[src/rtl/fft_pkg.sv]
// Shared types and helpers for the FFT output reorder buffer.
//   bank_state_t : life cycle of one frame bank in the ping-pong buffer
//   bitrev       : reverses the low log2n bits of an index (log2n <= 16)
//   sat_narrow   : clamps a sign-extended value to a dw-bit signed range
//                  and reports whether clamping happened (dw <= 31)
package fft_pkg;

  typedef enum logic [1:0] {
    EMPTY    = 2'd0,
    FILLING  = 2'd1,
    FULL     = 2'd2,
    DRAINING = 2'd3
  } bank_state_t;

  localparam int BITREV_MAX_W = 16;
  localparam int SAT_CALC_W   = 32;

  typedef struct packed {
    logic [SAT_CALC_W-1:0] value;
    logic                  clamped;
  } sat_result_t;

  // Bits at and above log2n are returned as zero so callers can truncate.
  function automatic logic [BITREV_MAX_W-1:0] bitrev(
    input logic [BITREV_MAX_W-1:0] idx,
    input int                      log2n
  );
    logic [BITREV_MAX_W-1:0] r;
    r = '0;
    for (int i = 0; i < BITREV_MAX_W; i++) begin
      if (i < log2n) r[i] = idx[log2n-1-i];
    end
    return r;
  endfunction

  // x must already be sign-extended to SAT_CALC_W bits. The low dw bits of
  // .value are the narrowed result.
  function automatic sat_result_t sat_narrow(
    input logic signed [SAT_CALC_W-1:0] x,
    input int                           dw
  );
    logic signed [SAT_CALC_W-1:0] max_v;
    logic signed [SAT_CALC_W-1:0] min_v;
    sat_result_t res;
    max_v = (32'sd1 <<< (dw - 1)) - 32'sd1;
    min_v = -(32'sd1 <<< (dw - 1));
    if (x > max_v) begin
      res.value   = max_v;
      res.clamped = 1'b1;
    end else if (x < min_v) begin
      res.value   = min_v;
      res.clamped = 1'b1;
    end else begin
      res.value   = x;
      res.clamped = 1'b0;
    end
    return res;
  endfunction

endpackage

[src/rtl/fft_sdp_ram.sv]
// Simple dual-port RAM holding both frame banks of the reorder buffer.
//   clk     : clock
//   i_we    : write enable
//   i_waddr : write address (MSB selects the bank)
//   i_wdata : write data {real, imag}
//   i_raddr : read address (MSB selects the bank)
//   o_rdata : read data, combinational from i_raddr
module fft_sdp_ram
  import fft_pkg::*;
#(
  parameter  int DEPTH = 16,
  parameter  int WIDTH = 36,
  localparam int AW    = $clog2(DEPTH)
) (
  input  logic             clk,
  input  logic             i_we,
  input  logic [AW-1:0]    i_waddr,
  input  logic [WIDTH-1:0] i_wdata,
  input  logic [AW-1:0]    i_raddr,
  output logic [WIDTH-1:0] o_rdata
);

  logic [WIDTH-1:0] r_mem [DEPTH];

  always_ff @(posedge clk) begin
    if (i_we) r_mem[i_waddr] <= i_wdata;
  end

  // The output register in the parent provides the pipeline stage, so the
  // read path stays combinational here.
  assign o_rdata = r_mem[i_raddr];

endmodule

[src/rtl/fft_bitrev_reorder.sv]
// Streaming reorder buffer placed after the last radix-2 butterfly stage.
// Frames of N_POINTS complex samples arrive in bit-reversed order, are
// written to one of two banks at their natural address, and are read out
// in natural order while the other bank fills. Output parts are saturated
// from VIRTUAL_DATA_WIDTH down to DATA_WIDTH at the output register.
//   clk, rst                      : clock, synchronous active-high reset
//   enable                        : global advance; low freezes everything
//   in_valid/in_ready/in_real/imag: input stream (bit-reversed order)
//   out_valid/out_ready           : output handshake
//   out_real/out_imag             : narrowed, saturated sample
//   out_index/out_last/out_sat    : natural bin, last-of-frame, clamp flag
module fft_bitrev_reorder
  import fft_pkg::*;
#(
  parameter  int N_POINTS           = 8,
  parameter  int DATA_WIDTH         = 16,
  parameter  int VIRTUAL_DATA_WIDTH = 18,
  localparam int LOG2_N             = $clog2(N_POINTS)
) (
  input  logic                                 clk,
  input  logic                                 rst,
  input  logic                                 enable,
  input  logic                                 in_valid,
  output logic                                 in_ready,
  input  logic signed [VIRTUAL_DATA_WIDTH-1:0] in_real,
  input  logic signed [VIRTUAL_DATA_WIDTH-1:0] in_imag,
  output logic                                 out_valid,
  input  logic                                 out_ready,
  output logic signed [DATA_WIDTH-1:0]         out_real,
  output logic signed [DATA_WIDTH-1:0]         out_imag,
  output logic [LOG2_N-1:0]                    out_index,
  output logic                                 out_last,
  output logic                                 out_sat
);

  localparam logic [LOG2_N-1:0] LAST_IDX = LOG2_N'(N_POINTS - 1);
  localparam int                RAM_W    = 2 * VIRTUAL_DATA_WIDTH;

  logic                r_wr_bank;
  logic                r_rd_bank;
  logic [LOG2_N-1:0]   r_wr_cnt;
  logic [LOG2_N-1:0]   r_rd_cnt;
  logic                r_out_valid;
  logic signed [DATA_WIDTH-1:0] r_out_real;
  logic signed [DATA_WIDTH-1:0] r_out_imag;
  logic [LOG2_N-1:0]   r_out_index;
  logic                r_out_last;
  logic                r_out_sat;

  bank_state_t         w_bank_state [2];
  logic                w_in_ready;
  logic                w_wr_fire;
  logic                w_load;
  logic [LOG2_N:0]     w_wr_addr;
  logic [LOG2_N:0]     w_rd_addr;
  logic [RAM_W-1:0]    w_rd_data;
  logic signed [VIRTUAL_DATA_WIDTH-1:0] w_rd_re;
  logic signed [VIRTUAL_DATA_WIDTH-1:0] w_rd_im;
  sat_result_t         w_sat_re;
  sat_result_t         w_sat_im;

  // ---------------------------------------------------------------------
  // Handshake decisions
  // ---------------------------------------------------------------------
  assign w_in_ready = enable &&
                      (w_bank_state[r_wr_bank] == EMPTY ||
                       w_bank_state[r_wr_bank] == FILLING);
  assign w_wr_fire  = in_valid && w_in_ready;

  // The write bank is always EMPTY/FILLING and the read bank FULL/DRAINING
  // when they act, so the two ports never touch the same bank together.
  assign w_load = enable && (!r_out_valid || out_ready) &&
                  (w_bank_state[r_rd_bank] == FULL ||
                   w_bank_state[r_rd_bank] == DRAINING);

  // ---------------------------------------------------------------------
  // Per-bank state machines
  // ---------------------------------------------------------------------
  for (genvar gi = 0; gi < 2; gi++) begin : g_bank
    bank_state_t r_state;
    bank_state_t w_next;

    always_comb begin
      w_next = r_state;
      if (w_wr_fire && (r_wr_bank == 1'(gi))) begin
        w_next = (r_wr_cnt == LAST_IDX) ? FULL : FILLING;
      end
      if (w_load && (r_rd_bank == 1'(gi))) begin
        w_next = (r_rd_cnt == LAST_IDX) ? EMPTY : DRAINING;
      end
    end

    always_ff @(posedge clk) begin
      if (rst) r_state <= EMPTY;
      else     r_state <= w_next;
    end

    assign w_bank_state[gi] = r_state;
  end

  // ---------------------------------------------------------------------
  // Frame storage: the k-th arriving sample belongs at bin bitrev(k)
  // ---------------------------------------------------------------------
  assign w_wr_addr = {r_wr_bank, LOG2_N'(bitrev(BITREV_MAX_W'(r_wr_cnt), LOG2_N))};
  assign w_rd_addr = {r_rd_bank, r_rd_cnt};

  fft_sdp_ram #(
    .DEPTH (2 * N_POINTS),
    .WIDTH (RAM_W)
  ) u_ram (
    .clk     (clk),
    .i_we    (w_wr_fire),
    .i_waddr (w_wr_addr),
    .i_wdata ({in_real, in_imag}),
    .i_raddr (w_rd_addr),
    .o_rdata (w_rd_data)
  );

  assign w_rd_re  = w_rd_data[RAM_W-1 -: VIRTUAL_DATA_WIDTH];
  assign w_rd_im  = w_rd_data[VIRTUAL_DATA_WIDTH-1:0];
  assign w_sat_re = sat_narrow(SAT_CALC_W'(w_rd_re), DATA_WIDTH);
  assign w_sat_im = sat_narrow(SAT_CALC_W'(w_rd_im), DATA_WIDTH);

  // ---------------------------------------------------------------------
  // Counters, bank pointers and output register
  // ---------------------------------------------------------------------
  always_ff @(posedge clk) begin
    if (rst) begin
      r_wr_bank   <= 1'b0;
      r_rd_bank   <= 1'b0;
      r_wr_cnt    <= '0;
      r_rd_cnt    <= '0;
      r_out_valid <= 1'b0;
      r_out_real  <= '0;
      r_out_imag  <= '0;
      r_out_index <= '0;
      r_out_last  <= 1'b0;
      r_out_sat   <= 1'b0;
    end else if (enable) begin
      if (w_wr_fire) begin
        if (r_wr_cnt == LAST_IDX) begin
          r_wr_cnt  <= '0;
          r_wr_bank <= ~r_wr_bank;
        end else begin
          r_wr_cnt <= r_wr_cnt + 1'b1;
        end
      end

      if (w_load) begin
        r_out_valid <= 1'b1;
        r_out_real  <= DATA_WIDTH'(w_sat_re.value);
        r_out_imag  <= DATA_WIDTH'(w_sat_im.value);
        r_out_sat   <= w_sat_re.clamped || w_sat_im.clamped;
        r_out_index <= r_rd_cnt;
        r_out_last  <= (r_rd_cnt == LAST_IDX);
        if (r_rd_cnt == LAST_IDX) begin
          r_rd_cnt  <= '0;
          r_rd_bank <= ~r_rd_bank;
        end else begin
          r_rd_cnt <= r_rd_cnt + 1'b1;
        end
      end else if (out_ready) begin
        r_out_valid <= 1'b0;
      end
    end
  end

  // Valid is masked while frozen; the held sample returns with enable.
  assign in_ready  = w_in_ready;
  assign out_valid = enable && r_out_valid;
  assign out_real  = r_out_real;
  assign out_imag  = r_out_imag;
  assign out_index = r_out_index;
  assign out_last  = r_out_last;
  assign out_sat   = r_out_sat;

endmodule

[config.mk]
export PLATFORM = sky130hd
export DESIGN_NAME = fft_bitrev_reorder
export DESIGN_NICKNAME = d
export VERILOG_FILES = /design/src/rtl/fft_pkg.sv /design/src/rtl/fft_sdp_ram.sv /design/src/rtl/fft_bitrev_reorder.sv
export SDC_FILE = /design/constraint.sdc
export NUM_CORES = 1
export LEC_CHECK = 0
export CAP_MARGIN = 30
export CORE_MARGIN = 5
export CORE_UTILIZATION = 30
export CTS_BUF_LIST = sky130_fd_sc_hd__clkbuf_4 sky130_fd_sc_hd__clkbuf_8
export DETAILED_ROUTE_END_ITERATION = 6
export SLEW_MARGIN = 30
export SYNTH_ARGS = -nofsm -noshare
export SYNTH_HDL_FRONTEND = slang
export SYNTH_HIERARCHICAL = 1
export SYNTH_SLANG_ARGS = --single-unit
[constraint.sdc]
create_clock -name clk -period 4.8 [get_ports clk]
set_input_delay 0.48 -clock clk [delete_from_list [all_inputs] [get_ports clk]]
set_output_delay 0.48 -clock clk [all_outputs]
set_load 0.1 [all_outputs]
### Word level (Yosys, flattened, before mapping)

Memory sizes are Yosys's and may differ from the RTL's.
Index checks and enable logic that the tools add are counted.

* register bits after elaboration: 50
* memory bits (writable): 576
* bits of input ports: 41
* output and inout port bits: 39
* word-level logic and storage cells: 75
* memories kept: 1

* add/sub/neg operators: 2
* magnitude comparators: 6
* equal/unequal tests: 5
* mux-type cells: 22
* bitwise gates (word level): 4
* reduce and logical (&&, ||, !) cells: 23

Memory list
* u_ram.r_mem: words 16, bits a word 36, rd ports 1, clocked after Yosys merged registers in 0, wr ports 1, line fft_sdp_ram.sv:23 `logic [WIDTH-1:0] r_mem [DEPTH];`

Operators by type and width (number)
* $mux W17: 4
* $gt A18 B16 Y1 const B: 2
* $lt A18 B16 Y1 const B: 2
* $mux W2: 12
* $logic_and A1 B1 Y1: 9
* $add A3 B1 Y3 const B: 2
* $eq A3 B3 Y1 const B: 2
* $mux W3: 2
* $reduce_and A2 Y1: 3
* $reduce_and A3 Y1: 2
* $reduce_bool A2 Y1: 3
* $eq A2 B2 Y1 const B: 2
* $ge A2 B2 Y1 const B: 2
* $logic_or A1 B1 Y1: 4
* $mux W1: 4
* $not A1 Y2: 2
* $eq A2 B1 Y1 const B: 1
* $logic_not A2 Y1: 1
* $not A1 Y1: 2
* $logic_not A1 Y1: 1

### Depth between registers and ports, before layout

* depth in word-level cells: 11
* mapped depth: 10

### Modules after synthesis

The synthesis kept the hierarchy.

Modules (own cells, without submodules)
* fft_sdp_ram: times used 1, cells an instance 902, area an instance 21598.2 um^2
* fft_bitrev_reorder: times used 1, cells an instance 238, area an instance 2072.0 um^2

### Least setup slack after synthesis

No wires, ideal clock.

* kind: register to register
* start: register r_wr_bank
* end: memory u_ram.r_mem[0][0], enable pin
* library setup time: 0.474 ns
* arrival time: 3.940 ns
* required time: 4.326 ns
* slack: 0.386 ns
* stages on the path, launching flop included: 5
* path buffers: 0
* clock period less this slack: 4.414 ns
* cell sequence: dfxtp_1 > mux2_4 > nor2_1 > or3b_2 > nor3_1

* word-level cells in the longest chain between the ends: 10
* elaborated cells between the ends (all ways): 11
* classes of those cells: eq/ne (1); mux (5); bitwise (1); reduce/logical (4)

Ends and longest elaborated chain
* start: declaration: line fft_bitrev_reorder.sv:39 `logic r_wr_bank;`
* start signal: assignment: line fft_bitrev_reorder.sv:143 `r_wr_bank <= ~r_wr_bank;`
* $not A1 Y2 (implied by the code) (*): line fft_bitrev_reorder.sv:66, fft_bitrev_reorder.sv:67
* $mux W2 (implied by the code) (*) (3 in a row): line fft_bitrev_reorder.sv:66, fft_bitrev_reorder.sv:67
* $eq A2 B1 Y1 or $logic_not A2 Y1 (tied branches): line fft_bitrev_reorder.sv:67, fft_bitrev_reorder.sv:66
* $logic_or A1 B1 Y1 (*): line fft_bitrev_reorder.sv:66 `(w_bank_state[r_wr_bank] == EMPTY ||`
* $logic_and A1 B1 Y1 (*): line fft_bitrev_reorder.sv:65 `assign w_in_ready = enable &&`
* $logic_and A1 B1 Y1 (*): line fft_bitrev_reorder.sv:68 `assign w_wr_fire = in_valid && w_in_ready;`
* named net w_wr_fire: line fft_bitrev_reorder.sv:52 `logic w_wr_fire;`
* $mux W1 (*): line fft_sdp_ram.sv:26 `if (i_we) r_mem[i_waddr] <= i_wdata;`
* $mux W1 (implied by the code) (*): line fft_sdp_ram.sv:26
* end: declaration: line fft_sdp_ram.sv:23

Mark *: on every way through the listed nets, which the timed path passes. The rest lies on a longest branch. The select of a mux whose other input is x is not followed.

### Worst setup path after layout

* start: input port enable
* end: output port in_ready

* word-level cells in the longest chain between the ends: 1

Ends and longest elaborated chain
* start: declaration: line fft_bitrev_reorder.sv:22 `input logic enable,`
* $logic_and A1 B1 Y1: line fft_bitrev_reorder.sv:65
* end: declaration: line fft_bitrev_reorder.sv:24 `output logic in_ready,`

Every way passes these cells.

==> metrics.cfg <==
[floorplan]
start_util_pct=30.1
fp-row-count=103
die_w_um=291
core_um2=78600
ioPinCount=80
die_h_um=291
dieArea_um2=84600

[final_layout]
fill_cells=7318
final-instance-count-excl-fill=2412
seq_area_um2=18300
drive_above_1_share_pct=27.2
area_delta_synth_final_pct=17.9
multi_input_area_um2=5180
fin_nets=1330

[yosys]
synth_area_leaders=edfxtp_1 73%, mux4_2 14%, dfxtp_1 4.1%, a22oi_1 2.3%, nand2_1 1.1%
yosysUniqueCellTypes=43
synth_area_um2=23700
synth_top_area_share_pct=73.1
synth_seq_cells=624
synth_common_cells=576 x edfxtp_1, 144 x mux4_2, 72 x a22oi_1
syn_avg_cell_area_um2=20.8
ys_seq_area_share_pct=77.1
syn_inst=1140
synthFlopType=edfxtp_1
synth_top_area_cell=edfxtp_1
yosys_warnings=6
yosysMostFrequentCell=edfxtp_1
syn_nets=1185
async_flop_share_pct=0
synth_edf_count=576

[routing]
antenna_left=0
wire_per_inst_um=22.6
drc=0
dr.pass1.iters=5
post_drt_via_cell_ratio=4.89
via_count=11800
routed_wl_mm=54.5
drtIter0Drc=957

[critical_path]
crit_path_end_kind=output pin
cpPeakStageDelay_ps=1150
reg2regPathDepth=7
r2r_setup_slack_ps=1720
criticalPathCategory=in2out
cp.arrival_ps=3170
cp-start-kind=input pin
crit_top_cell=clkdlybuf4s50_1
required_ps=4320
startpoint=enable
r2r-start=r_rd_cnt[0]
reg2reg_to=out_real[2]
path_cells=clkdlybuf4s50_1 -> inv_1 -> nor2_1 -> clkdlybuf4s50_1
crit_path_top_delay_cell=clkdlybuf4s50_1
worstPathMaxFanout=20

[place]
place.gp.congestion=0.775
port_buffers=79
hpwl_mm=31.3
placed_cells=2237

[global_routing]
grt_max_degree=42
antenna_found_initial=8
track_usage_pct=12.7
grt_pass1_wl_mm=81.6
grt.overflow.total=0
grt_pass1_vias=12400

[timing]
hold_viol=0
setup_viol_count_final=0
finalCritPeriodShare_pct=76.1
slew_headroom_pct=32.7
setup_tns_ps=0
tightest_slew_ps=1010
slew_violations=0
fmax_mhz=274
clock_skew_ps=32.1
rsz0062_at_grt=no
fin_crit_ps=3650

[clocking]
cts_tree=yes
clk_pin_slew_ps=60
postCtsSetupBuffers=0
cts_root_buf=clkbuf_8
clock-sinks=624
cts_resized=0
htree_levels=3
cts_buffers=96
cts.path.max_buffers=3
clk_latency_ps=670
cts_hold_buf=0

[hold_path]
worstHoldEndpoint=out_index[2]
hold_path_depth=2
hp-class=reg2reg
hold_start=out_index[2]

[power]
peakVddDrop_mv=0.168
p_leak_uw=0.00841
powerDensity_nw_per_um2=383

[run]
drv_cap=0

[outcome]
status=complete, no violations

-- area by class of cell --
cell class | count | share of cell area (%)
multi-input cells | 444 | 18.6
clock inverters | 42 | 1.27
well taps | 1050 | 4.71
repair buffers | 116 | 4.10
diodes | 1 | 0.00897
inverters | 3 | 0.0403
flip-flops and latches | 624 | 65.4
clock buffers | 132 | 5.86
-- registers in the layout (all words and copies together) (netlist names) --
signal / flops
out_index: 3
r_out_valid: 1
out_sat: 1
r_wr_cnt: 3
r_rd_cnt: 3
g_bank.r_state: 2
u_ram/r_mem: 576
out_real: 16
out_last: 1
out_imag: 16
r_wr_bank: 1
r_rd_bank: 1
-- cells in the final DEF, fill, tap and decap left out, drive strengths merged, types with 2 or more instances in the layout --
cell type / n
edfxtp: 576
mux4: 144
clkbuf: 132
clkdlybuf4s50: 79
a22oi: 72
nand2: 69
dfxtp: 48
buf: 37
o21ai: 34
clkinv: 33
o22ai: 30
nor2: 16
a21oi: 14
nand4: 12
o31ai: 9
bufinv: 6
nor3: 5
ha: 4
inv: 4
nand2b: 3
nand3: 3
nor2b: 3
o21ba: 2
a21bo: 2
a41oi: 2
a311oi: 2
clkinvlp: 2
nand3b: 2
mux2: 2
and2: 2
mux2i: 2
or3: 2
-- how the worst max path moves through the flow --
stage                                     to  slack (ps)  depth (start not counted)
after global routing                in_ready        1050                          4
after floorplan            u_ram/r_mem[0][0]         390                          4
after detailed placement   u_ram/r_mem[0][4]        1160                          6
after CTS                           in_ready        1190                          4
after global placement    u_ram/r_mem[0][10]        1150                          6
final                               in_ready        1150                          4
-- routing by layer --
metal	routed length, um	GRT usage, %	part of all wire (%)
met1	23000	17.2	42
met2	26400	20.3	48
met3	4100	3.04	7.5
met4	911	3.83	1.7
met5	48	0	0.088
-- critical path, delay by kind of cell --
kind	cells	cell delay, ps
buffers and inverters	3	2460
AND/OR/NAND/NOR	1	220
-- metrics by stage --
stage	power (uW)	instance area (um2)	setup WS (ps)	hold WS (ps)	utilization (%)
3_3_place_gp	6280	25900	1150	457	32.9
6_report	10700	27900	1150	470	35.5
3_5_place_dp	6290	25900	1160	461	33.0
5_1_grt	11100	27900	1050	490	35.5
2_1_floorplan	6150	23700	386	473	-
4_1_cts	10800	27900	1190	472	35.5
-- logic make-up after synthesis --
family | share of synthesized area, %
adders and majority gates | 0.211
buffers and inverters | 1.53
AOI/OAI and AO/OA | 4.89
and+or+nand+nor | 2.28
muxes | 13.9
DFF | 77.1
-- power by group --
group | internal, uW | switching (uW) | total, uW | leakage (uW)
combinational | 65.7 | 141 | 206 | 0.00177
sequential | 5960 | 7.04 | 5970 | 0.00558
clock | 2530 | 1980 | 4520 | 0.00105
total | 8560 | 2130 | 10700 | 0.00841
Power figures use the tool's default switching activity.
